**config.mk**
```make
export PLATFORM = sky130hd
export DESIGN_NAME = tennis_ball_ctrl
export DESIGN_NICKNAME = d
export VERILOG_FILES = /design/src/rtl/tennis_pkg.sv /design/src/rtl/tick_prescaler.sv /design/src/rtl/tennis_ball_ctrl.sv
export SDC_FILE = /design/constraint.sdc
export NUM_CORES = 1
export LEC_CHECK = 0
export ABC_CLOCK_PERIOD_IN_PS = 5200
export BUFFER_PORTS_ARGS = -buffer_cell sky130_fd_sc_hd__clkbuf_2
export CORE_UTILIZATION = 64
export CTS_CLUSTER_SIZE = 20
export DETAILED_ROUTE_END_ITERATION = 8
export HOLD_SLACK_MARGIN = 0.02
export PLACE_DENSITY = 0.95
export REMOVE_ABC_BUFFERS = 1
export SLEW_MARGIN = 20
export SYNTH_ARGS = -nofsm -noshare
export SYNTH_HDL_FRONTEND = slang
export SYNTH_HIERARCHICAL = 1
export SYNTH_SLANG_ARGS = --single-unit
```
**constraint.sdc**
```tcl
create_clock -name clk -period 5.2 [get_ports clk]
set_input_delay 0.26 -clock clk [delete_from_list [all_inputs] [get_ports clk]]
set_output_delay 0.26 -clock clk [all_outputs]
set_load 0.005 [all_outputs]
```
**src/rtl/tennis_pkg.sv**
```systemverilog
// Shared encodings for the LED tennis ball engine: FSM states, player sides, ball direction.
// Helpers map a direction to the player it approaches, and a side to the direction leaving it.
package tennis_pkg;

    typedef enum logic [1:0] {
        SERVE     = 2'd0,
        RALLY     = 2'd1,
        GAME_OVER = 2'd2
    } state_t;

    typedef enum logic {
        SIDE_ONE = 1'b0,
        SIDE_TWO = 1'b1
    } side_t;

    typedef enum logic {
        DIR_UP   = 1'b0,
        DIR_DOWN = 1'b1
    } dir_t;

    function automatic side_t side_toward(input dir_t d);
        return (d == DIR_UP) ? SIDE_TWO : SIDE_ONE;
    endfunction

    function automatic dir_t dir_away(input side_t s);
        return (s == SIDE_ONE) ? DIR_UP : DIR_DOWN;
    endfunction

endpackage

```
**src/rtl/tick_prescaler.sv**
```systemverilog
// Game tick generator: tick is high for one clk in every PRESCALE cycles (every cycle when PRESCALE=1).
// Free-running from reset; no handshake, the consumer samples tick as a qualifier.
module tick_prescaler #(
    parameter int PRESCALE = 1000000
) (
    input  logic clk,
    input  logic rst,
    output logic tick
);

    localparam int CNT_W = (PRESCALE > 1) ? $clog2(PRESCALE) : 1;
    localparam logic [CNT_W-1:0] LP_LAST = CNT_W'(PRESCALE - 1);

    logic [CNT_W-1:0] r_cnt;

    always_ff @(posedge clk or posedge rst) begin
        if (rst) begin
            r_cnt <= '0;
        end else if (r_cnt == LP_LAST) begin
            r_cnt <= '0;
        end else begin
            r_cnt <= r_cnt + 1'b1;
        end
    end

    assign tick = (r_cnt == LP_LAST);

endmodule

```
**src/rtl/tennis_ball_ctrl.sv**
```systemverilog
// Ball engine for LED tennis: serve, rally with hit windows and speed-up, point and match handling.
// Optional EARLY_SWING_PENALTY_EN: a receiver press outside the window forfeits the point.
module tennis_ball_ctrl
    import tennis_pkg::*;
#(
    parameter int NUM_LEDS    = 16,
    parameter int PRESCALE    = 1000000,
    parameter int START_TICKS = 20,
    parameter int MIN_TICKS   = 4,
    parameter int SPEED_STEP  = 2,
    parameter int HIT_WINDOW  = 3
) (
    input  logic                clk,
    input  logic                rst,
    input  logic                button_one,
    input  logic                button_two,
    input  logic                match_one,
    input  logic                match_two,
    output logic [NUM_LEDS-1:0] pos,
    output logic                hittable_one,
    output logic                hittable_two,
    output logic                start_game,
    output logic                point_one,
    output logic                point_two
);

    localparam int IDX_W = $clog2(NUM_LEDS);
    localparam int PER_W = $clog2(START_TICKS + 1);

    localparam logic [IDX_W-1:0]    LP_LAST    = IDX_W'(NUM_LEDS - 1);
    localparam logic [IDX_W-1:0]    LP_HIT_TWO = IDX_W'(NUM_LEDS - HIT_WINDOW);
    localparam logic [IDX_W-1:0]    LP_HIT_ONE = IDX_W'(HIT_WINDOW);
    localparam logic [PER_W-1:0]    LP_START   = PER_W'(START_TICKS);
    localparam logic [PER_W-1:0]    LP_MIN     = PER_W'(MIN_TICKS);
    localparam logic [PER_W-1:0]    LP_STEP    = PER_W'(SPEED_STEP);
    localparam logic [PER_W-1:0]    LP_FLOOR   = PER_W'(MIN_TICKS + SPEED_STEP);
    localparam logic [NUM_LEDS-1:0] LP_ONE     = NUM_LEDS'(1);

    state_t              r_state,  w_state_nxt;
    side_t               r_server, w_server_nxt;
    dir_t                r_dir,    w_dir_nxt;
    logic [IDX_W-1:0]    r_idx,    w_idx_nxt;
    logic [PER_W-1:0]    r_period, w_period_nxt;
    logic [PER_W-1:0]    r_step,   w_step_nxt;
    logic                r_btn_one_prev, r_btn_two_prev;
    logic                r_press_one, r_press_two;
    logic [NUM_LEDS-1:0] r_pos;

    logic                w_tick;
    logic                w_step_due;
    logic                w_at_end;
    side_t               w_rcv;
    logic                w_press_srv;
    logic                w_press_rcv;
    logic                w_hit_rcv;
    logic                w_early_swing;
    logic [PER_W-1:0]    w_period_fast;
    logic                w_miss;
    logic                w_start;
    logic                w_point_one;
    logic                w_point_two;

    tick_prescaler #(
        .PRESCALE(PRESCALE)
    ) u_tick (
        .clk (clk),
        .rst (rst),
        .tick(w_tick)
    );

    assign hittable_two = (r_state == RALLY) && (r_dir == DIR_UP)   && (r_idx >= LP_HIT_TWO);
    assign hittable_one = (r_state == RALLY) && (r_dir == DIR_DOWN) && (r_idx <  LP_HIT_ONE);

    assign w_rcv         = side_toward(r_dir);
    assign w_press_srv   = (r_server == SIDE_ONE) ? r_press_one : r_press_two;
    assign w_press_rcv   = (w_rcv == SIDE_ONE) ? r_press_one : r_press_two;
    assign w_hit_rcv     = hittable_one | hittable_two;
    assign w_step_due    = w_tick && (r_step == r_period - 1'b1);
    assign w_at_end      = (r_dir == DIR_UP) ? (r_idx == LP_LAST) : (r_idx == '0);
    assign w_period_fast = (r_period >= LP_FLOOR) ? (r_period - LP_STEP) : LP_MIN;

`ifdef EARLY_SWING_PENALTY_EN
    assign w_early_swing = w_press_rcv && !w_hit_rcv;
`else
    assign w_early_swing = 1'b0;
`endif

    always_comb begin
        w_state_nxt  = r_state;
        w_server_nxt = r_server;
        w_dir_nxt    = r_dir;
        w_idx_nxt    = r_idx;
        w_period_nxt = r_period;
        w_step_nxt   = r_step;
        w_miss       = 1'b0;
        w_start      = 1'b0;
        w_point_one  = 1'b0;
        w_point_two  = 1'b0;

        case (r_state)
            SERVE: begin
                if (w_press_srv) begin
                    w_start     = 1'b1;
                    w_dir_nxt   = dir_away(r_server);
                    w_step_nxt  = '0;
                    w_state_nxt = RALLY;
                end
            end
            RALLY: begin
                // A legal return beats a step that falls due in the same cycle.
                if (w_press_rcv && w_hit_rcv) begin
                    w_dir_nxt    = (r_dir == DIR_UP) ? DIR_DOWN : DIR_UP;
                    w_period_nxt = w_period_fast;
                    w_step_nxt   = '0;
                end else if (w_early_swing) begin
                    w_miss = 1'b1;
                end else if (w_tick) begin
                    if (w_step_due) begin
                        w_step_nxt = '0;
                        if (w_at_end) begin
                            w_miss = 1'b1;
                        end else if (r_dir == DIR_UP) begin
                            w_idx_nxt = r_idx + 1'b1;
                        end else begin
                            w_idx_nxt = r_idx - 1'b1;
                        end
                    end else begin
                        w_step_nxt = r_step + 1'b1;
                    end
                end
            end
            GAME_OVER: begin
                if (!match_one && !match_two) begin
                    w_state_nxt  = SERVE;
                    w_server_nxt = SIDE_ONE;
                    w_dir_nxt    = DIR_UP;
                    w_idx_nxt    = '0;
                    w_period_nxt = LP_START;
                    w_step_nxt   = '0;
                end
            end
            default: begin
                w_state_nxt = SERVE;
            end
        endcase

        // The player who failed to return serves next, parked at their own end.
        if (w_miss) begin
            w_point_one  = (w_rcv == SIDE_TWO);
            w_point_two  = (w_rcv == SIDE_ONE);
            w_server_nxt = w_rcv;
            w_idx_nxt    = (w_rcv == SIDE_ONE) ? '0 : LP_LAST;
            w_period_nxt = LP_START;
            w_step_nxt   = '0;
            w_state_nxt  = SERVE;
        end

        if (match_one || match_two) begin
            w_state_nxt = GAME_OVER;
            w_step_nxt  = '0;
            w_start     = 1'b0;
            w_point_one = 1'b0;
            w_point_two = 1'b0;
        end
    end

    always_ff @(posedge clk or posedge rst) begin
        if (rst) begin
            r_state        <= SERVE;
            r_server       <= SIDE_ONE;
            r_dir          <= DIR_UP;
            r_idx          <= '0;
            r_period       <= LP_START;
            r_step         <= '0;
            r_btn_one_prev <= 1'b0;
            r_btn_two_prev <= 1'b0;
            r_press_one    <= 1'b0;
            r_press_two    <= 1'b0;
            r_pos          <= LP_ONE;
        end else begin
            r_state        <= w_state_nxt;
            r_server       <= w_server_nxt;
            r_dir          <= w_dir_nxt;
            r_idx          <= w_idx_nxt;
            r_period       <= w_period_nxt;
            r_step         <= w_step_nxt;
            r_btn_one_prev <= button_one;
            r_btn_two_prev <= button_two;
            r_press_one    <= button_one & ~r_btn_one_prev;
            r_press_two    <= button_two & ~r_btn_two_prev;
            r_pos          <= (r_state == GAME_OVER) ? '1 : (LP_ONE << r_idx);
        end
    end

    assign pos        = r_pos;
    assign start_game = w_start;
    assign point_one  = w_point_one;
    assign point_two  = w_point_two;

endmodule

```
==> flow_summary.json, run 1 <==
{
  "via_per_inst": 6.36,
  "core_mm2": 0.00450,
  "cts_tree": "done",
  "die-area_mm2": 0.00510,
  "critPathSlowestCell": "or4b_1",
  "post-route-period-util": 0.670,
  "diodes": 0,
  "synth-xor-area-share": 0.0568,
  "avgRoutedWirePerCell_um": 16.5,
  "dp.final_hpwl_um": 4500,
  "drt_wl_total_um": 6560,
  "crit_chain": "or4b_1 > or3_1 > nor3_2 > buf_4 > nand4_1 > nor4_2 > nand4_1 > nor2_1 > clkbuf_2",
  "finish.utilization": 0.764,
  "fin_skew_ns": 0.00713,
  "ys_types": 54,
  "yosys.area_share.simple": 0.223,
  "antenna_found_initial": 0,
  "num-fill-cells": 299,
  "tns_ns": 0,
  "fmax_mhz": 287,
  "portBuffers": 26,
  "slew_violations": 0,
  "antenna_left": 0,
  "cts_sinks": 57,
  "outcome": "complete, but fails checks",
  "worst_pin_slew_ns": 0.769,
  "crit_path_max_incr_delay_ns": 0.51,
  "yosys_most_used_dff": "dfrtp_1",
  "synth_top_family_by_area": "simple AND/OR/NAND/NOR gates",
  "yosysWarnings": 6,
  "p_per_area_mw_per_mm2": 358,
  "cts-hold-fix-buffers": 0,
  "cts-root-buf": "clkbuf_8",
  "grt_pass1_vias": 2378,
  "via_count": 2530,
  "grt_overflow_total": 0,
  "total_power_uw": 1230,
  "numCtsBuffers": 9,
  "synthArstFlopShare": 1.00,
  "clockBufferDepth": 2,
  "synth-edff-count": 0,
  "setup_viol": 0,
  "die_x_um": 71.4,
  "period_needed_ns": 3.49,
  "postSynthAreaPerCell_um2": 9.75,
  "cp.arrival_ns": 3.23,
  "slew-limit-headroom": 0.485,
  "grt_usage": 0.286,
  "crit_type": "reg2out",
  "hold_class": "in2async",
  "cts_setup_buffers": 0,
  "cp_max_fo": 12,
  "io_pins": 27,
  "violations": "DRC",
  "grt_max_degree": 38,
  "ys_ff_latch": 57,
  "cap_violations": 0,
  "worstPathRequired_ns": 4.94,
  "nNetsFinal": 360,
  "globalplace.congestion": 0.880,
  "drcViolationCount": 1,
  "synth_fa_ha_area_frac": 0.0552,
  "grt_pass1_wl_um": 11100,
  "clk_latency_ns": 0.34,
  "synth_top_area_share": 0.438,
  "syn_to_final_growth_pct": 11.7,
  "synth_area_leader_cell": "dfrtp_1",
  "rows": 24,
  "synth_area_mm2": 0.00308,
  "crit_path_end_kind": "output pin",
  "synth_mux_area_frac": 0.0102,
  "drive_gt1_frac": 0.165,
  "ctsResizeCount": 0,
  "finalHoldViolCount": 0,
  "rsz0062_at_grt": "no",
  "dr.pass1.iters": 7,
  "leakage_uw": 0.00150,
  "synth_area_leaders": "dfrtp_1 44%, ha_1 4.9%, nand2_1 4.1%",
  "fp.dieH_um": 71.4,
  "synth_cells": 316,
  "synth_compound_area_frac": 0.146,
  "clk_pin_slew_ns": 0.06,
  "h-tree-depth": 3,
  "yosysSeqAreaShare": 0.464,
  "drt-initial-drc-count": 187,
  "cp_common_cell": "nand4_1",
  "startpoint_type": "flip-flop",
  "start_util": 0.684,
  "ir_drop_v": 0.000234
}
-- final timing paths --
check,from,endpoint,slack (ns),depth (start not counted)
setup / recovery,u_tick/r_cnt[11]$_DFF_PP0_,point_one,1.71,9
hold / removal,rst,r_period[1]$_DFFE_PP0P_,0.02,3
setup reg to reg,u_tick/r_cnt[11]$_DFF_PP0_,r_step[2]$_DFFE_PP0P_,1.97,9
hold reg to reg,r_btn_one_prev$_DFF_PP0_,r_press_one$_DFF_PP0_,0.40,1
max in group asynchronous,rst,u_tick/r_cnt[19]$_DFF_PP0_,4.71,2
min in group clk,button_one,r_btn_one_prev$_DFF_PP0_,0.03,1
-- state kept, by name (all words and copies together) (netlist names) --
signal and flops:
pos 16, r_btn_one_prev 1, r_btn_two_prev 1, r_dir 1, r_idx 4, r_period 4, r_press_one 1, r_press_two 1
r_server 1, r_state 2, r_step 5, u_tick/r_cnt 20
-- stage by stage --
step / hold WS, ns / worst slack, ns / std cells / cell area, um^2
2_1_floorplan: 0.224 / 1.95 / 302 / 3010
3_3_place_gp: 0.379 / 2.09 / 382 / 3220
3_5_place_dp: 0.380 / 1.99 / 382 / 3220
4_1_cts: 0.0268 / 1.76 / 398 / 3440
5_1_grt: 0.0230 / 1.54 / 398 / 3440
6_report: 0.0166 / 1.71 / 398 / 3440
-- cell families (layout without fill, tap and decap cells) --
family / count (synthesis) / after routing
and+or+nand+nor: 129 / 129
buffers and inverters: 32 / 62
xor gates and xnor gates: 20 / 20
DFF: 57 / 57
adders and majority gates: 13 / 13
muxes: 3 / 3
AOI/OAI and AO/OA: 62 / 62
-- synth_stat cells (3+ instances only) --
cell      count
o21a_1        3
nor3_1        8
or3_1         4
dfstp_2       3
and2_1        4
o31ai_1       9
a31oi_1       4
a21oi_1       9
nor2b_1       4
o21ai_1       5
inv_1        17
nor2_1       23
nand4_1      12
o21ai_0       5
nand2_1      34
o211ai_1      6
xnor2_1      11
or4_1         3
clkbuf_1      9
ha_1         12
a32o_1        4
dfrtp_1      54
nor4_1        3
and3_1        6
a21o_1        4
nand3_1      12
xor2_1        9
-- worst max-delay path, delay by kind of cell (launching register included) --
kind	cells	cell delay [ns]
buffers and inverters	2	0.33
flip-flops	1	0.43
AND/OR/NAND/NOR	7	2.10
-- where the power goes --
group | switching, uW | internal, uW | total, uW
Sequential | 53.3 | 482 | 535
Clock | 167 | 297 | 463
Combinational | 144 | 90.9 | 234
Total | 363 | 870 | 1230
-- final cells by class --
| cell class | count | area, um^2 | share of cell area |
|---|---|---|---|
| repair buffers | 28 | 145 | 0.0422 |
| clock inverters | 2 | 60.1 | 0.0174 |
| multi-input cells | 227 | 1510 | 0.439 |
| clock buffers | 14 | 163 | 0.0472 |
| well taps | 52 | 65.1 | 0.0189 |
| inverters | 18 | 67.6 | 0.0196 |
| flip-flops and latches | 57 | 1430 | 0.415 |
-- routing by layer --
layer,wire length [um],track usage
met1,2700,0.368
met2,3240,0.454
met3,497,0.0985
met4,120,0.102
met5,0,0
-- cells in the final DEF (no fill, tap or decap), types with 3 or more instances in the layout --
cell type / instances
dfrtp_1: 54
nand2_1: 34
clkbuf_2: 26
nor2_1: 23
inv_1: 17
nand4_1: 12
nand3_1: 12
ha_1: 12
xnor2_1: 11
clkbuf_8: 11
xor2_1: 9
a21oi_1: 9
o31ai_1: 9
nor3_1: 8
and3_1: 6
o211ai_1: 6
o21ai_1: 5
o21ai_0: 5
and2_1: 4
a31oi_1: 4
or3_1: 4
a21o_1: 4
a32o_1: 4
nor2b_1: 4
nor4_1: 3
o21a_1: 3
clkbuf_1: 3
dfstp_2: 3
or4_1: 3
(Power assumes the default switching activity.)
==> inputs of run 2 (changes only) <==
--- a/config.mk
+++ b/config.mk
@@ -5,13 +5,14 @@
 export SDC_FILE = /design/constraint.sdc
 export NUM_CORES = 1
 export LEC_CHECK = 0
-export ABC_CLOCK_PERIOD_IN_PS = 5200
+export ABC_AREA = 1
+export ABC_CLOCK_PERIOD_IN_PS = 2900
 export BUFFER_PORTS_ARGS = -buffer_cell sky130_fd_sc_hd__clkbuf_2
-export CORE_UTILIZATION = 64
+export CORE_UTILIZATION = 54
 export CTS_CLUSTER_SIZE = 20
 export DETAILED_ROUTE_END_ITERATION = 8
 export HOLD_SLACK_MARGIN = 0.02
-export PLACE_DENSITY = 0.95
+export PLACE_DENSITY = 0.87
 export REMOVE_ABC_BUFFERS = 1
 export SLEW_MARGIN = 20
 export SYNTH_ARGS = -nofsm -noshare
==> constraint.sdc (replaced) <==
create_clock -name clk -period 2.9 [get_ports clk]
set_input_delay 0.145 -clock clk [delete_from_list [all_inputs] [get_ports clk]]
set_output_delay 0.145 -clock clk [all_outputs]
set_load 0.005 [all_outputs]
==> flow_summary.json, run 2 <==
{
  "slew-limit-headroom": 0.491,
  "crit_path_end_kind": "output pin",
  "finish.utilization": 0.647,
  "crit_chain": "ha_1 > nand3_1 > nor2_2 > nand3b_1 > inv_2 > nand3_1 > nor2_1 > nand2_1 > nor2_4 > nand2_1 > nor4_2 > clkbuf_2",
  "diodes": 0,
  "via_count": 2991,
  "tns_ns": 0,
  "wl_met3_um": 378,
  "crit_family": "simple AND/OR/NAND/NOR gates",
  "final_area_mm2": 0.00387,
  "yosys_most_used_dff": "dfrtp_1",
  "crit_path_max_incr_delay_ns": 0.36,
  "dp.final_hpwl_um": 5440,
  "synth_area_leader_cell": "dfrtp_1",
  "cp-startpoint": "u_tick/r_cnt[0]$_DFF_PP0_",
  "drt-initial-drc-count": 169,
  "nNetsFinal": 496,
  "yosysSeqAreaShare": 0.420,
  "syn_to_final_growth_pct": 13.7,
  "portBuffers": 26,
  "leakage_uw": 0.00192,
  "die-area_mm2": 0.00663,
  "cap_violations": 0,
  "crit_type": "reg2out",
  "dp.cells": 537,
  "num-fill-cells": 478,
  "via_per_inst": 5.37,
  "hold_class": "in2reg",
  "fin_skew_ns": 0.0118,
  "crit_buf_inv": 2,
  "place_area_mm2": 0.00362,
  "synth_common_cells": "106 x nand2_1, 54 x dfrtp_1, 51 x inv_1, 51 x nor2_1, 48 x nand3_1",
  "grt_overflow_total": 0,
  "h-tree-depth": 3,
  "cp.arrival_ns": 2.51,
  "layout_commonest_cell": "nand2_1",
  "dr.pass1.iters": 5,
  "cts_sinks": 57,
  "die_x_um": 81.4,
  "cts-root-buf": "clkbuf_8",
  "fp.dieH_um": 81.4,
  "outcome": "completed",
  "io_pins": 27,
  "largest_reg_flops": 20,
  "post-route-period-util": 0.914,
  "grt_pass1_vias": 2908,
  "synthArstFlopShare": 1.00,
  "p_per_area_mw_per_mm2": 545,
  "route.met2.wl_um": 3790,
  "yosysWarnings": 6,
  "startpoint_type": "flip-flop",
  "grt_max_degree": 26,
  "rsz0062_at_grt": "no",
  "ir_drop_v": 0.000372,
  "ys_types": 38,
  "ys_ff_latch": 57,
  "postSynthAreaPerCell_um2": 7.75,
  "synth-edff-count": 0,
  "synth.most_common_cell": "nand2_1",
  "critPathSlowestCell": "dfrtp_1",
  "met1Wirelength_um": 2940,
  "grt_usage": 0.245,
  "antenna_left": 0,
  "synth_area_leaders": "dfrtp_1 40%, nand2_1 12%, nand3_1 7.0%",
  "worstPathRequired_ns": 2.76,
  "cts_tree": "done",
  "core_mm2": 0.00599,
  "cp_max_fo": 4,
  "final_cell_mix": "106 x nand2_1, 54 x dfrtp_1, 50 x inv_1, 50 x nor2_1, 47 x nand3_1",
  "slew_violations": 0,
  "synth_top_area_share": 0.396,
  "period_needed_ns": 2.65,
  "fmax_mhz": 377,
  "avgRoutedWirePerCell_um": 13.0,
  "hp-start": "match_one",
  "drive_gt1_frac": 0.191,
  "drcViolationCount": 0,
  "finalHoldViolCount": 0,
  "highest_layer": "met4",
  "antenna_found_initial": 0,
  "globalplace.congestion": 0.927,
  "rows": 28,
  "synth_cells": 440,
  "clockBufferDepth": 2,
  "final_cells": 557,
  "numCtsBuffers": 9,
  "worst_pin_slew_ns": 0.762,
  "start_util": 0.569,
  "grt_pass1_wl_um": 12300,
  "regMostFlops": "u_tick/r_cnt",
  "drt_wl_total_um": 7210,
  "synth_area_mm2": 0.00341,
  "setup_viol": 0,
  "clk_pin_slew_ns": 0.07,
  "r2r-start": "u_tick/r_cnt[0]$_DFF_PP0_",
  "clk_latency_ns": 0.33
}
-- run 2: cell types whose count changed after synthesis, sizes merged, moves of 5 or more --
cell	before	now
clkbuf	10	3
nand2	34	117
or4	5	0
nor2	23	64
nand3	12	52
and3	6	0
xnor2	11	3
o21ai	11	26
inv	17	58
nor3	9	4
-- run 2: report_power, final --
group / switching [uW] / total, uW / internal [uW]
logic: 277 / 432 / 155
registers: 78.4 / 936 / 857
clock network: 324 / 745 / 421
total: 680 / 2110 / 1430
-- run 2: kinds of logic (layout without fill, tap and decap cells) --
logic type,count (synthesis),in the layout,synth area share
flip-flops,57,57,0.420
AND/OR/NAND/NOR,250,250,0.348
AO/OA/AOI/OAI,41,41,0.0716
adder cells (fa/ha/maj),13,13,0.0499
buffers and inverters,65,107,0.0734
XOR/XNOR,12,12,0.0308
multiplexers,2,2,0.00624
-- run 2: timing repair --
action                                  CTS  global route
endpoints found under the hold margin    39             0
hold buffers                              3             0
setup buffers                             0             1
endpoints found under the setup margin    0             2
resized for setup                         0             4
-- run 2: worst paths after layout --
check | to | slack [ns] | cells past startpoint
worst max register to register | r_idx[3]$_DFFE_PP0P_ | 0.30 | 14
worst max-delay path | point_two | 0.25 | 12
min in group asynchronous | pos[8]$_DFF_PP0_ | 0.51 | 3
worst min register to register | r_press_two$_DFF_PP0_ | 0.40 | 1
worst min-delay path | r_state[1]$_DFFE_PP0P_ | 0.11 | 3
max in group asynchronous | r_server$_DFFE_PP0P_ | 1.67 | 4
-- run 2: worst register-to-register path, cell delays in order (launching register included) --
cell	delay (ns)
dfrtp_1	0.36
ha_1	0.23
nand3_1	0.15
nor2_2	0.15
nand3b_1	0.19
inv_2	0.13
nand2_1	0.06
a21oi_1	0.12
nand3_1	0.08
nor2_1	0.21
nand2_1	0.10
o21ai_0	0.29
nand3_1	0.22
nand2_1	0.12
nand2_1	0.07
-- run 2: per-stage QoR --
| step | hold WS [ns] | total power [uW] | worst slack, ns |
|---|---|---|---|
| 4_1_cts | 0.0963 | 2130 | 0.118 |
| 3_5_place_dp | 0.271 | 1370 | 0.409 |
| 2_1_floorplan | 0.109 | 1240 | 0.792 |
| 6_report | 0.109 | 2110 | 0.248 |
| 3_3_place_gp | 0.264 | 1350 | 0.533 |
| 5_1_grt | 0.126 | 2230 | 0.00519 |
-- run 2: cell type report --
type,instances,area (um^2),area share
sequential,57,1430,0.369
timing repair buffer,32,183,0.0471
clock buffer,10,138,0.0355
tap,75,93.8,0.0242
clock inverter,6,67.6,0.0174
multi-input combinational,318,1740,0.449
inverter,59,221,0.0572
-- run 2: per-layer routing --
layer / vias up / track usage
li1: 1481 / -
met1: 1407 / 0.274
met2: 89 / 0.450
met3: 14 / 0.0667
met4: 0 / 0.0732
met5: - / 0
